<file path="src/rtl/batalha_naval_pkg.sv">
// Shared definitions for the battleship game core.
//   state_t         : game state encoding (also driven onto the 2-bit state port)
//   DEF_*           : default geometry and shot budget of the board
//   RW/CW/SW/HW     : row/column/shot-counter/hit-counter widths for the default board
//   idx(r, c, cols) : linear cell index, bit r*cols+c of the ship/attack maps
package batalha_naval_pkg;

  typedef enum logic [1:0] {
    ST_IDLE     = 2'b00,
    ST_POSITION = 2'b01,
    ST_ATTACK   = 2'b10,
    ST_END      = 2'b11
  } state_t;

  localparam int DEF_ROWS      = 7;
  localparam int DEF_COLS      = 5;
  localparam int DEF_MAX_SHOTS = 15;

  localparam int RW = $clog2(DEF_ROWS);
  localparam int CW = $clog2(DEF_COLS);
  localparam int SW = $clog2(DEF_MAX_SHOTS + 1);
  localparam int HW = $clog2(DEF_ROWS * DEF_COLS + 1);

  function automatic int unsigned idx(input int unsigned r, input int unsigned c,
                                      input int unsigned cols);
    return r * cols + c;
  endfunction

endpackage

</file>
<file path="src/rtl/batalha_naval_scan.sv">
// Column scanner for the LED matrix.
//   clk, clr : clock, asynchronous active-high reset
//   col_next : column index that m_col will show after the coming edge; the
//              core uses it to register m_line on the same edge as m_col
//   m_col    : registered one-hot, active-high column select
// One column advance per 2**SCAN_DIV clocks; column COLS-1 wraps to 0.
module batalha_naval_scan #(
  parameter int COLS     = 5,
  parameter int SCAN_DIV = 16
) (
  input  logic                    clk,
  input  logic                    clr,
  output logic [$clog2(COLS)-1:0] col_next,
  output logic [COLS-1:0]         m_col
);

  localparam int COL_W = $clog2(COLS);
  localparam logic [COL_W-1:0] LAST_COL = COL_W'(COLS - 1);

  logic [SCAN_DIV-1:0] presc_reg;
  logic [COL_W-1:0]    col_reg;
  logic [COLS-1:0]     m_col_next;
  logic                presc_wrap;

  assign presc_wrap = &presc_reg;

  always_comb begin
    col_next = col_reg;
    if (presc_wrap) begin
      col_next = (col_reg == LAST_COL) ? '0 : col_reg + COL_W'(1);
    end
  end

  genvar gi;
  for (gi = 0; gi < COLS; gi++) begin : g_onehot
    assign m_col_next[gi] = (col_next == COL_W'(gi));
  end

  always_ff @(posedge clk or posedge clr) begin
    if (clr) begin
      presc_reg <= '0;
      col_reg   <= '0;
      m_col     <= COLS'(1);
    end else begin
      presc_reg <= presc_reg + SCAN_DIV'(1);
      col_reg   <= col_next;
      m_col     <= m_col_next;
    end
  end

endmodule

</file>
<file path="src/rtl/batalha_naval_ctrl.sv">
// Battleship game core for a ROWS x COLS LED matrix.
//   clk, clr        : clock, asynchronous active-high reset (aborts any game)
//   start, confirm  : 1-cycle pulses; start = new game/restart, confirm = load layout / fire
//   ship_map        : layout, bit r*COLS+c = ship at (r, c)
//   at_row, at_col  : attack coordinates (may be out of range)
//   state           : 00 IDLE, 01 POSITION, 10 ATTACK, 11 END
//   m_col, m_line   : matrix column select (one-hot) and line data for that column
//   rgb_r, rgb_g    : last valid shot missed / hit
//   shot_err        : 1-cycle pulse on an empty layout, repeated or out-of-range shot
//   shots_left, hits: shot budget remaining, hits so far
//   game_over, win  : END reached, and whether every ship was sunk
// All outputs are registered.
module batalha_naval_ctrl
  import batalha_naval_pkg::*;
#(
  parameter int ROWS      = DEF_ROWS,
  parameter int COLS      = DEF_COLS,
  parameter int MAX_SHOTS = DEF_MAX_SHOTS,
  parameter int SCAN_DIV  = 16
) (
  input  logic                               clk,
  input  logic                               clr,
  input  logic                               start,
  input  logic                               confirm,
  input  logic [ROWS*COLS-1:0]               ship_map,
  input  logic [$clog2(ROWS)-1:0]            at_row,
  input  logic [$clog2(COLS)-1:0]            at_col,
  output logic [1:0]                         state,
  output logic [COLS-1:0]                    m_col,
  output logic [ROWS-1:0]                    m_line,
  output logic                               rgb_r,
  output logic                               rgb_g,
  output logic                               shot_err,
  output logic [$clog2(MAX_SHOTS+1)-1:0]     shots_left,
  output logic [$clog2(ROWS*COLS+1)-1:0]     hits,
  output logic                               game_over,
  output logic                               win
);

  localparam int N      = ROWS * COLS;
  localparam int ROW_W  = $clog2(ROWS);
  localparam int COL_W  = $clog2(COLS);
  localparam int SHOT_W = $clog2(MAX_SHOTS + 1);
  localparam int HIT_W  = $clog2(N + 1);
  localparam int IDX_W  = $clog2(N);

  localparam logic [ROW_W:0]    ROWS_V = (ROW_W + 1)'(ROWS);
  localparam logic [COL_W:0]    COLS_V = (COL_W + 1)'(COLS);
  localparam logic [SHOT_W-1:0] MAX_V  = SHOT_W'(MAX_SHOTS);

  state_t            state_reg, state_next;
  logic [N-1:0]      pos_reg, pos_next;
  logic [N-1:0]      atk_reg, atk_next;
  logic [HIT_W-1:0]  ship_cnt_reg, ship_cnt_next;
  logic [HIT_W-1:0]  hits_reg, hits_next;
  logic [SHOT_W-1:0] shots_reg, shots_next;
  logic              rgb_r_reg, rgb_r_next;
  logic              rgb_g_reg, rgb_g_next;
  logic              shot_err_reg, shot_err_next;
  logic              win_reg, win_next;
  logic [ROWS-1:0]   m_line_reg, m_line_next;

  logic [HIT_W-1:0]  map_cnt;
  logic [IDX_W-1:0]  shot_idx;
  logic              out_of_range, already_shot, hit_cell;
  logic [HIT_W-1:0]  hits_inc;
  logic [SHOT_W-1:0] shots_dec;
  logic [N-1:0]      disp_map;
  logic [COL_W-1:0]  col_next;

  batalha_naval_scan #(
    .COLS     (COLS),
    .SCAN_DIV (SCAN_DIV)
  ) u_scan (
    .clk      (clk),
    .clr      (clr),
    .col_next (col_next),
    .m_col    (m_col)
  );

  // Popcount of the layout currently presented on ship_map.
  always_comb begin
    map_cnt = '0;
    for (int i = 0; i < N; i++) begin
      map_cnt = map_cnt + HIT_W'(ship_map[i]);
    end
  end

  // Shot decode. shot_idx is only meaningful when the coordinates are in range.
  assign out_of_range = ({1'b0, at_row} >= ROWS_V) || ({1'b0, at_col} >= COLS_V);
  assign shot_idx     = IDX_W'(idx(32'(at_row), 32'(at_col), COLS));
  assign already_shot = atk_reg[shot_idx];
  assign hit_cell     = pos_reg[shot_idx];
  assign hits_inc     = hits_reg + HIT_W'(hit_cell);
  assign shots_dec    = shots_reg - SHOT_W'(1);

  // State register together with the game datapath.
  always_ff @(posedge clk or posedge clr) begin
    if (clr) begin
      state_reg    <= ST_IDLE;
      pos_reg      <= '0;
      atk_reg      <= '0;
      ship_cnt_reg <= '0;
      hits_reg     <= '0;
      shots_reg    <= MAX_V;
      rgb_r_reg    <= 1'b0;
      rgb_g_reg    <= 1'b0;
      shot_err_reg <= 1'b0;
      win_reg      <= 1'b0;
      m_line_reg   <= '0;
    end else begin
      state_reg    <= state_next;
      pos_reg      <= pos_next;
      atk_reg      <= atk_next;
      ship_cnt_reg <= ship_cnt_next;
      hits_reg     <= hits_next;
      shots_reg    <= shots_next;
      rgb_r_reg    <= rgb_r_next;
      rgb_g_reg    <= rgb_g_next;
      shot_err_reg <= shot_err_next;
      win_reg      <= win_next;
      m_line_reg   <= m_line_next;
    end
  end

  // Next-state and datapath update. start overrides confirm in every state.
  always_comb begin
    state_next    = state_reg;
    pos_next      = pos_reg;
    atk_next      = atk_reg;
    ship_cnt_next = ship_cnt_reg;
    hits_next     = hits_reg;
    shots_next    = shots_reg;
    rgb_r_next    = rgb_r_reg;
    rgb_g_next    = rgb_g_reg;
    win_next      = win_reg;
    shot_err_next = 1'b0;

    if (start) begin
      state_next = ST_POSITION;
      atk_next   = '0;
      hits_next  = '0;
      shots_next = MAX_V;
      rgb_r_next = 1'b0;
      rgb_g_next = 1'b0;
      win_next   = 1'b0;
    end else if (confirm) begin
      case (state_reg)
        ST_POSITION: begin
          pos_next      = ship_map;
          ship_cnt_next = map_cnt;
          if (map_cnt == '0) begin
            shot_err_next = 1'b1;
          end else begin
            state_next = ST_ATTACK;
            atk_next   = '0;
            hits_next  = '0;
            shots_next = MAX_V;
            rgb_r_next = 1'b0;
            rgb_g_next = 1'b0;
          end
        end
        ST_ATTACK: begin
          if (out_of_range || already_shot) begin
            shot_err_next = 1'b1;
          end else begin
            atk_next[shot_idx] = 1'b1;
            shots_next         = shots_dec;
            hits_next          = hits_inc;
            rgb_g_next         = hit_cell;
            rgb_r_next         = !hit_cell;
            // Sinking the last ship wins even if the budget ran out on the same shot.
            if (hits_inc == ship_cnt_reg) begin
              state_next = ST_END;
              win_next   = 1'b1;
            end else if (shots_dec == '0) begin
              state_next = ST_END;
              win_next   = 1'b0;
            end
          end
        end
        default: ;
      endcase
    end
  end

  // Display content is taken from the post-edge state so that m_line lands on
  // the same edge as the matching m_col, and the port drives.
  always_comb begin
    case (state_next)
      ST_IDLE:     disp_map = '0;
      ST_POSITION: disp_map = ship_map;
      ST_ATTACK:   disp_map = atk_next & pos_next;
      default:     disp_map = pos_next | atk_next;
    endcase
    state      = state_reg;
    game_over  = (state_reg == ST_END);
    win        = win_reg;
    rgb_r      = rgb_r_reg;
    rgb_g      = rgb_g_reg;
    shot_err   = shot_err_reg;
    shots_left = shots_reg;
    hits       = hits_reg;
    m_line     = m_line_reg;
  end

  genvar gi;
  for (gi = 0; gi < ROWS; gi++) begin : g_line
    logic [COLS-1:0] row_bits;
    assign row_bits        = disp_map[gi*COLS +: COLS];
    assign m_line_next[gi] = row_bits[col_next];
  end

endmodule

</file>
<file path="config.mk">
export PLATFORM = sky130hd
export DESIGN_NAME = batalha_naval_ctrl
export DESIGN_NICKNAME = d
export VERILOG_FILES = /design/src/rtl/batalha_naval_pkg.sv /design/src/rtl/batalha_naval_scan.sv /design/src/rtl/batalha_naval_ctrl.sv
export SDC_FILE = /design/constraint.sdc
export NUM_CORES = 1
export LEC_CHECK = 0
export ABC_AREA = 0
export CAP_MARGIN = 0
export CORE_MARGIN = 5
export CORE_UTILIZATION = 35
export CTS_BUF_LIST = sky130_fd_sc_hd__clkbuf_8
export DETAILED_ROUTE_END_ITERATION = 8
export SLEW_MARGIN = 10
export SYNTH_ARGS = -nofsm -noshare
export SYNTH_HDL_FRONTEND = slang
export SYNTH_SLANG_ARGS = --single-unit
</file>
<file path="constraint.sdc">
create_clock -name clk -period 5.3 [get_ports clk]
set_input_delay 0.795 -clock clk [delete_from_list [all_inputs] [get_ports clk]]
set_output_delay 0.795 -clock clk [all_outputs]
set_load 0.02 [all_outputs]
</file>
==> results.sh, run 1 <==
export IMPL_crit_path_start="ship_map[25]"
export IMPL_hpwlAfterDp_mm=23.0
export IMPL_worst_pin_slew_ns=1.06
export IMPL_via_per_inst=5.46
export IMPL_yosysWarnings=0
export IMPL_nNetsFinal=1235
export IMPL_report_final_setup_viol=57
export IMPL_cts_made_buffers=17
export IMPL_yosysSeqAreaShare=0.371
export IMPL_syn_cell_area_sq_mm=0.00832
export IMPL_drt_total_wl_mm=30.1
export IMPL_final_antenna_net_count=0
export IMPL_ys_ff_latch=123
export IMPL_num_fill_cells=2192
export IMPL_grt_pass1_wl_mm=45.6
export IMPL_seqCellArea_sq_mm=0.00308
export IMPL_synthArstFlopShare=1.00
export IMPL_arrival_ns=6.91
export IMPL_clockBufferDepth=2
export IMPL_cts_sinks=123
export IMPL_h_tree_depth=4
export IMPL_start_kind="primary input"
export IMPL_grt_start_max_net_pins=44
export IMPL_fin_crit_ns=6.54
export IMPL_detail_route_wl_per_cell_microns=20.5
export IMPL_post_route_util=0.504
export IMPL_hold_violations=0
export IMPL_diodes=0
export IMPL_place_ws_ns=-2.23
export IMPL_multiInputGateArea_sq_mm=0.00520
export IMPL_gr_total_overflow=0
export IMPL_clock_fmax_mhz=153
export IMPL_status="complete, but fails checks"
export IMPL_hp_start="u_scan.presc_reg[15]"
export IMPL_slew_violations=0
export IMPL_port_buffers=73
export IMPL_finalCritPeriodShare=1.23
export IMPL_cts_root_buf="clkbuf_8"
export IMPL_die_h_microns=164
export IMPL_cap_violations=0
export IMPL_grt_pass1_vias=7776
export IMPL_synthCells=895
export IMPL_start_util=0.355
export IMPL_end_kind="flop"
export IMPL_synth_avg_cell_area_sq_um=9.30
export IMPL_p_leak_uw=0.00559
export IMPL_syn_to_final_growth_pct=42.1
export IMPL_drtIter0Drc=808
export IMPL_synth_edf_count=0
export IMPL_vias=8005
export IMPL_total_power_uw=5490
export IMPL_finalWeightedCongestion=0.948
export IMPL_dieArea_sq_mm=0.0270
export IMPL_crit_path_max_fanout=7
export IMPL_fin_ws_ns=-1.24
export IMPL_ys_types=89
export IMPL_path_clk_slew_ns=0.08
export IMPL_crit_required_ns=5.67
export IMPL_syn_num_nets=995
export IMPL_powerDensity_mw_per_mm2=464
export IMPL_skew_ns=0.0129
export IMPL_violations="setup timing"
export IMPL_drive_gt1_frac=0.317
export IMPL_fp_dieW_microns=164
export IMPL_hp_class="flop to flop"
export IMPL_clock_latency_ns=0.46
export IMPL_pin_count=74
export IMPL_ys_flop_type="dfrtp_1"
export IMPL_firstDrtPassIters=5
export IMPL_num_rows=56
export IMPL_grt_usage=0.224
export IMPL_rr_startpoint="pos_reg[9]"
export IMPL_core_region_area_sq_mm=0.0235
export IMPL_rsz0062_at_grt="true"
export IMPL_peakVddDrop_v=0.000405
export IMPL_post_route_drc_count=0
export IMPL_antenna_found_initial=0
export IMPL_relSlewSlack=0.289
export IMPL_cts_tree="done"
export IMPL_critPathKind="primary input to flop"
==> per-layer routing <==
metal | up-vias | track usage | routed length, microns
li1 | 3686 | - | -
met3 | 50 | 0.0477 | 2230
met1 | 3937 | 0.314 | 13400
met4 | 0 | 0.0862 | 867
met5 | - | 0 | 0
met2 | 332 | 0.340 | 13700
==> layout make-up <==
class / count / area share
repair buffers: 261 / 0.200
flip-flops and latches: 123 / 0.261
clock buffers: 17 / 0.0198
inverters: 112 / 0.0370
repair inverters: 1 / 0.000529
multi-input cells: 619 / 0.440
well taps: 319 / 0.0338
clock inverters: 15 / 0.00889
==> cell families after synthesis <==
| group | count (synthesis) | share of synthesized area |
|---|---|---|
| AO/OA/AOI/OAI | 255 | 0.223 |
| AND/OR/NAND/NOR | 249 | 0.150 |
| buffers and inverters | 154 | 0.0734 |
| flip-flops | 123 | 0.371 |
| adder cells (fa/ha/maj) | 64 | 0.119 |
| XOR/XNOR | 30 | 0.0359 |
| multiplexers | 20 | 0.0281 |
==> through the flow <==
step	instances	instance area (sq um)	hold slack [ns]	TNS [ns]
3_3_place_gp	1407	10800	0.460	-88.19
6_report	1467	11800	0.471	-39.22
4_1_cts	1462	11600	0.475	-38.88
5_1_grt	1467	11800	0.509	-46.50
3_5_place_dp	1407	10800	0.461	-93.50
2_1_floorplan	895	8650	0.442	-32.16
==> worst max-delay path, stage by stage <==
cell	delay, ns
clkdlybuf4s15_2	0.20
inv_2	0.05
fa_1	0.59
fa_1	0.44
fa_1	0.52
fa_1	0.44
fa_1	0.53
fa_1	0.45
fa_2	0.38
fa_2	0.40
buf_6	0.14
xor2_4	0.18
nand3_2	0.11
a211oi_4	0.37
and3_4	0.24
o21ai_2	0.06
o21a_4	0.27
buf_6	0.15
buf_4	0.13
nor2_4	0.12
a22oi_1	0.10
o2111ai_1	0.23
==> final timing paths <==
path / to / slack [ns] / cells after the start
min in group asynchronous: u_scan.presc_reg[10] / 0.74 / 2
worst min-delay path: u_scan.presc_reg[15] / 0.47 / 1
worst min register to register: u_scan.presc_reg[15] / 0.47 / 1
max in group asynchronous: u_scan.m_col[4] / 3.55 / 3
worst max-delay path: m_line[5] / -1.24 / 22
worst max register to register: m_line[1] / 1.13 / 21
==> Yosys cell counts (3+ instances only) <==
master | instances | area [sq um]
nand3b_1 | 7 | 52.6
and4_1 | 4 | 35.0
a21oi_1 | 40 | 200
buf_1 | 7 | 26.3
buf_6 | 3 | 33.8
and3_1 | 12 | 75.1
a221oi_1 | 7 | 61.3
maj3_1 | 8 | 80.1
mux2i_1 | 11 | 110
o2111ai_1 | 3 | 26.3
or4_1 | 3 | 22.5
nand2_1 | 94 | 353
a22oi_1 | 26 | 195
fa_1 | 28 | 561
o21ai_0 | 55 | 275
nor3b_1 | 3 | 22.5
inv_1 | 110 | 413
nor2_1 | 41 | 154
nor4_1 | 3 | 18.8
nand2b_1 | 5 | 31.3
a22o_1 | 27 | 236
dfrtp_1 | 118 | 2950
o21a_1 | 7 | 52.6
dfstp_2 | 5 | 131
o211ai_1 | 5 | 37.5
clkbuf_1 | 24 | 90.1
mux2_2 | 7 | 78.8
xnor2_1 | 17 | 149
a31oi_1 | 9 | 56.3
a21o_1 | 8 | 60.1
a211oi_1 | 7 | 52.6
nand3_1 | 23 | 115
o2bb2ai_1 | 4 | 35.0
a311oi_1 | 4 | 35.0
ha_1 | 27 | 338
nor3_1 | 14 | 70.1
and2_1 | 7 | 43.8
nand4_1 | 12 | 75.1
a2111oi_0 | 4 | 35.0
nor2b_1 | 7 | 43.8
xor2_1 | 10 | 87.6
o311ai_0 | 3 | 26.3
buf_2 | 8 | 40.0
a32oi_1 | 5 | 43.8
o31ai_1 | 5 | 37.5
==> placed cells by master, fill, tap and decap left out, types with 10 or more instances in the layout <==
cell	instances
buf_4	149
dfrtp_1	118
inv_1	91
nand2_1	89
clkdlybuf4s50_1	58
o21ai_0	46
nor2_1	39
a21oi_1	35
buf_6	31
ha_1	27
fa_1	26
nand3_1	21
inv_2	18
xnor2_1	17
clkbuf_8	17
a22o_1	15
a22oi_2	13
a22oi_1	13
nand4_1	12
a22o_4	12
and3_1	10
mux2i_1	10
nor3_1	10
==> power breakdown <==
| part | internal, uW | leakage (uW) | switching [uW] |
|---|---|---|---|
| clock network | 320 | 0.000165 | 425 |
| logic | 1610 | 0.00382 | 1860 |
| registers | 1120 | 0.00161 | 158 |
==> what timing repair did <==
item / 4_1_cts / 5_1_grt
endpoints found under the setup margin: 58 / 58
setup buffers: 23 / 9
pin swaps: 50 / 35
hold buffers: 0 / 0
gates cloned: 3 / 0
resized for setup: 103 / 56
Power figures use the tool's default switching activity.
==> inputs of run 2 (changes only) <==
--- a/config.mk
+++ b/config.mk
@@ -8,10 +8,11 @@
 export ABC_AREA = 0
 export CAP_MARGIN = 0
 export CORE_MARGIN = 5
-export CORE_UTILIZATION = 35
+export CORE_UTILIZATION = 55
 export CTS_BUF_LIST = sky130_fd_sc_hd__clkbuf_8
 export DETAILED_ROUTE_END_ITERATION = 8
-export SLEW_MARGIN = 10
+export PLACE_DENSITY = 0.77
+export SLEW_MARGIN = 20
 export SYNTH_ARGS = -nofsm -noshare
 export SYNTH_HDL_FRONTEND = slang
 export SYNTH_SLANG_ARGS = --single-unit
==> run 2 against run 1 <==
  * The run still ends with setup timing left
  * Utilization rose by 29 points
  * Sequential share of layout area fell by 0.19 points
  * Highest routed layer unchanged
  * Clock power rose by 9.3%
  * Design area rose by 0.75%
  * First-iteration DRC count rose by 59%
  * Largest cell class unchanged
  * Count of clock-buffer cells in the layout rose by 1
  * Critical path type unchanged
  * Die area fell by 34%
  * Power rose by 7.3%
==> results.sh, run 2 (synthesis results as in run 1) <==
export IMPL_h_tree_depth=4
export IMPL_cts_sinks=123
export IMPL_crit_buf_inv=9
export IMPL_final_common_cell="buf_4"
export IMPL_worst_path_dominant_cell_family="adder cells"
export IMPL_pin_count=74
export IMPL_clock_fmax_mhz=153
export IMPL_hpwlAfterDp_mm=21.5
export IMPL_p_leak_uw=0.00572
export IMPL_ctsHoldBuffers=0
export IMPL_drtIter0Drc=1288
export IMPL_start_kind="primary input"
export IMPL_drive_gt1_frac=0.339
export IMPL_vias=8734
export IMPL_dieArea_sq_mm=0.0177
export IMPL_powerDensity_mw_per_mm2=494
export IMPL_port_buffers=73
export IMPL_crit_path_max_fanout=7
export IMPL_status="complete, but fails checks"
export IMPL_cts_tree="done"
export IMPL_arrival_ns=6.85
export IMPL_place_ws_ns=-2.21
export IMPL_critPathKind="primary input to flop"
export IMPL_die_h_microns=133
export IMPL_num_rows=45
export IMPL_cts_root_buf="clkbuf_8"
export IMPL_grt_usage=0.340
export IMPL_slew_violations=0
export IMPL_cap_violations=0
export IMPL_peakVddDrop_v=0.000539
export IMPL_drt_total_wl_mm=30.7
export IMPL_via_per_inst=6.45
export IMPL_finalCritPeriodShare=1.23
export IMPL_syn_to_final_growth_pct=43.1
export IMPL_antenna_found_initial=0
export IMPL_hp_class="flop to flop"
export IMPL_grt_pass1_vias=8415
export IMPL_finalWeightedCongestion=0.981
export IMPL_end_kind="flop"
export IMPL_violations="setup timing"
export IMPL_clockBufferDepth=2
export IMPL_start_util=0.554
export IMPL_cp_slowest_cell="fa_1"
export IMPL_detail_route_wl_per_cell_microns=22.7
export IMPL_gr_total_overflow=0
export IMPL_fp_dieW_microns=133
export IMPL_diodes=0
export IMPL_fin_crit_ns=6.52
export IMPL_hold_violations=0
export IMPL_post_route_util=0.793
export IMPL_final_antenna_net_count=0
export IMPL_path_clk_slew_ns=0.08
export IMPL_report_final_setup_viol=57
export IMPL_crit_required_ns=5.63
export IMPL_skew_ns=0.0137
export IMPL_core_region_area_sq_mm=0.0150
export IMPL_firstDrtPassIters=6
export IMPL_grt_start_max_net_pins=75
export IMPL_rsz0062_at_grt="true"
export IMPL_grt_pass1_wl_mm=46.6
export IMPL_relSlewSlack=0.121
export IMPL_worst_path_largest_cell_delay_ns=0.54
export IMPL_fin_ws_ns=-1.22
export IMPL_nNetsFinal=1254
export IMPL_post_route_drc_count=0
export IMPL_cts_made_buffers=17
export IMPL_clock_latency_ns=0.47
export IMPL_worst_path_most_repeated_cell="fa_1"
export IMPL_most_common_layout_cells="buf_4 (161), dfrtp_1 (118), inv_1 (93)"
export IMPL_worst_pin_slew_ns=1.29
-- run 2: changes by cell type in the layout (fill, tap and decap cells not counted), sizes merged --
cell / delta
inv: -2
clkbuf: +2
clkinv: -3
buf: +22
dlygate4sd2: +3
bufinv: +1
bufbuf: -1
clkinvlp: +2
clkdlybuf4s15: -5
-- run 2: metrics by stage --
step           hold WS [ns]  setup TNS (ns)  power, uW  std cells  area (sq um)
2_1_floorplan         0.442          -32.16       3230        895          8650
3_3_place_gp          0.464          -88.37       4280       1278         10600
3_5_place_dp          0.470          -93.12       4340       1278         10600
4_1_cts               0.486          -36.70       5570       1346         11700
5_1_grt               0.500          -44.76       6210       1355         11900
6_report              0.481          -33.45       5890       1355         11900
-- run 2: final timing paths --
path	startpoint	end	slack, ns	depth (start not counted)
worst max register to register	pos_reg[9]	m_line[3]	0.97	21
worst max-delay path	ship_map[13]	m_line[3]	-1.22	26
max in group asynchronous	clr	m_line[0]	3.39	3
worst min-delay path	u_scan.presc_reg[10]	u_scan.presc_reg[10]	0.48	1
min in group asynchronous	clr	u_scan.presc_reg[1]	0.91	2
worst min register to register	u_scan.presc_reg[10]	u_scan.presc_reg[10]	0.48	1
-- run 2: what timing repair did --
item | CTS | global route
gates cloned | 1 | 0
resized for setup | 127 | 67
pin swaps | 54 | 38
setup buffers | 36 | 17
endpoints found under the setup margin | 59 | 58
-- run 2: final cells by class --
type                       count  area (sq um)
multi-input combinational    619          5290
fill                         960          3120
sequential                   123          3080
timing repair buffer         281          2490
inverter                     112           440
clock buffer                  18           248
tap                          188           235
clock inverter                14           124
-- run 2: per-layer routing --
layer  up-vias  track usage  part of all wire
met5         -            0                 0
met4         0        0.137             0.046
met2       685        0.509              0.44
met3       129       0.0848              0.12
met1      4203        0.474              0.39
li1       3717            -                 -
-- run 2: worst register-to-register path: stages, from the launching register on --
cell	delay, ns
dfrtp_1	0.40
mux4_2	0.50
nand2_1	0.09
a31oi_1	0.10
a21oi_2	0.18
nor2_1	0.07
a311oi_1	0.26
buf_4	0.19
inv_1	0.07
ha_1	0.19
and3_1	0.22
and3_1	0.21
xor3_1	0.23
o21ai_0	0.14
o21ai_2	0.15
o21a_4	0.20
inv_8	0.06
buf_8	0.14
buf_6	0.11
maj3_2	0.29
a221oi_2	0.29
a31oi_1	0.10
-- run 2: power by group --
group	switching, uW	internal (uW)
sequential	164	1120
clock	434	381
combinational	2000	1790
total	2600	3290
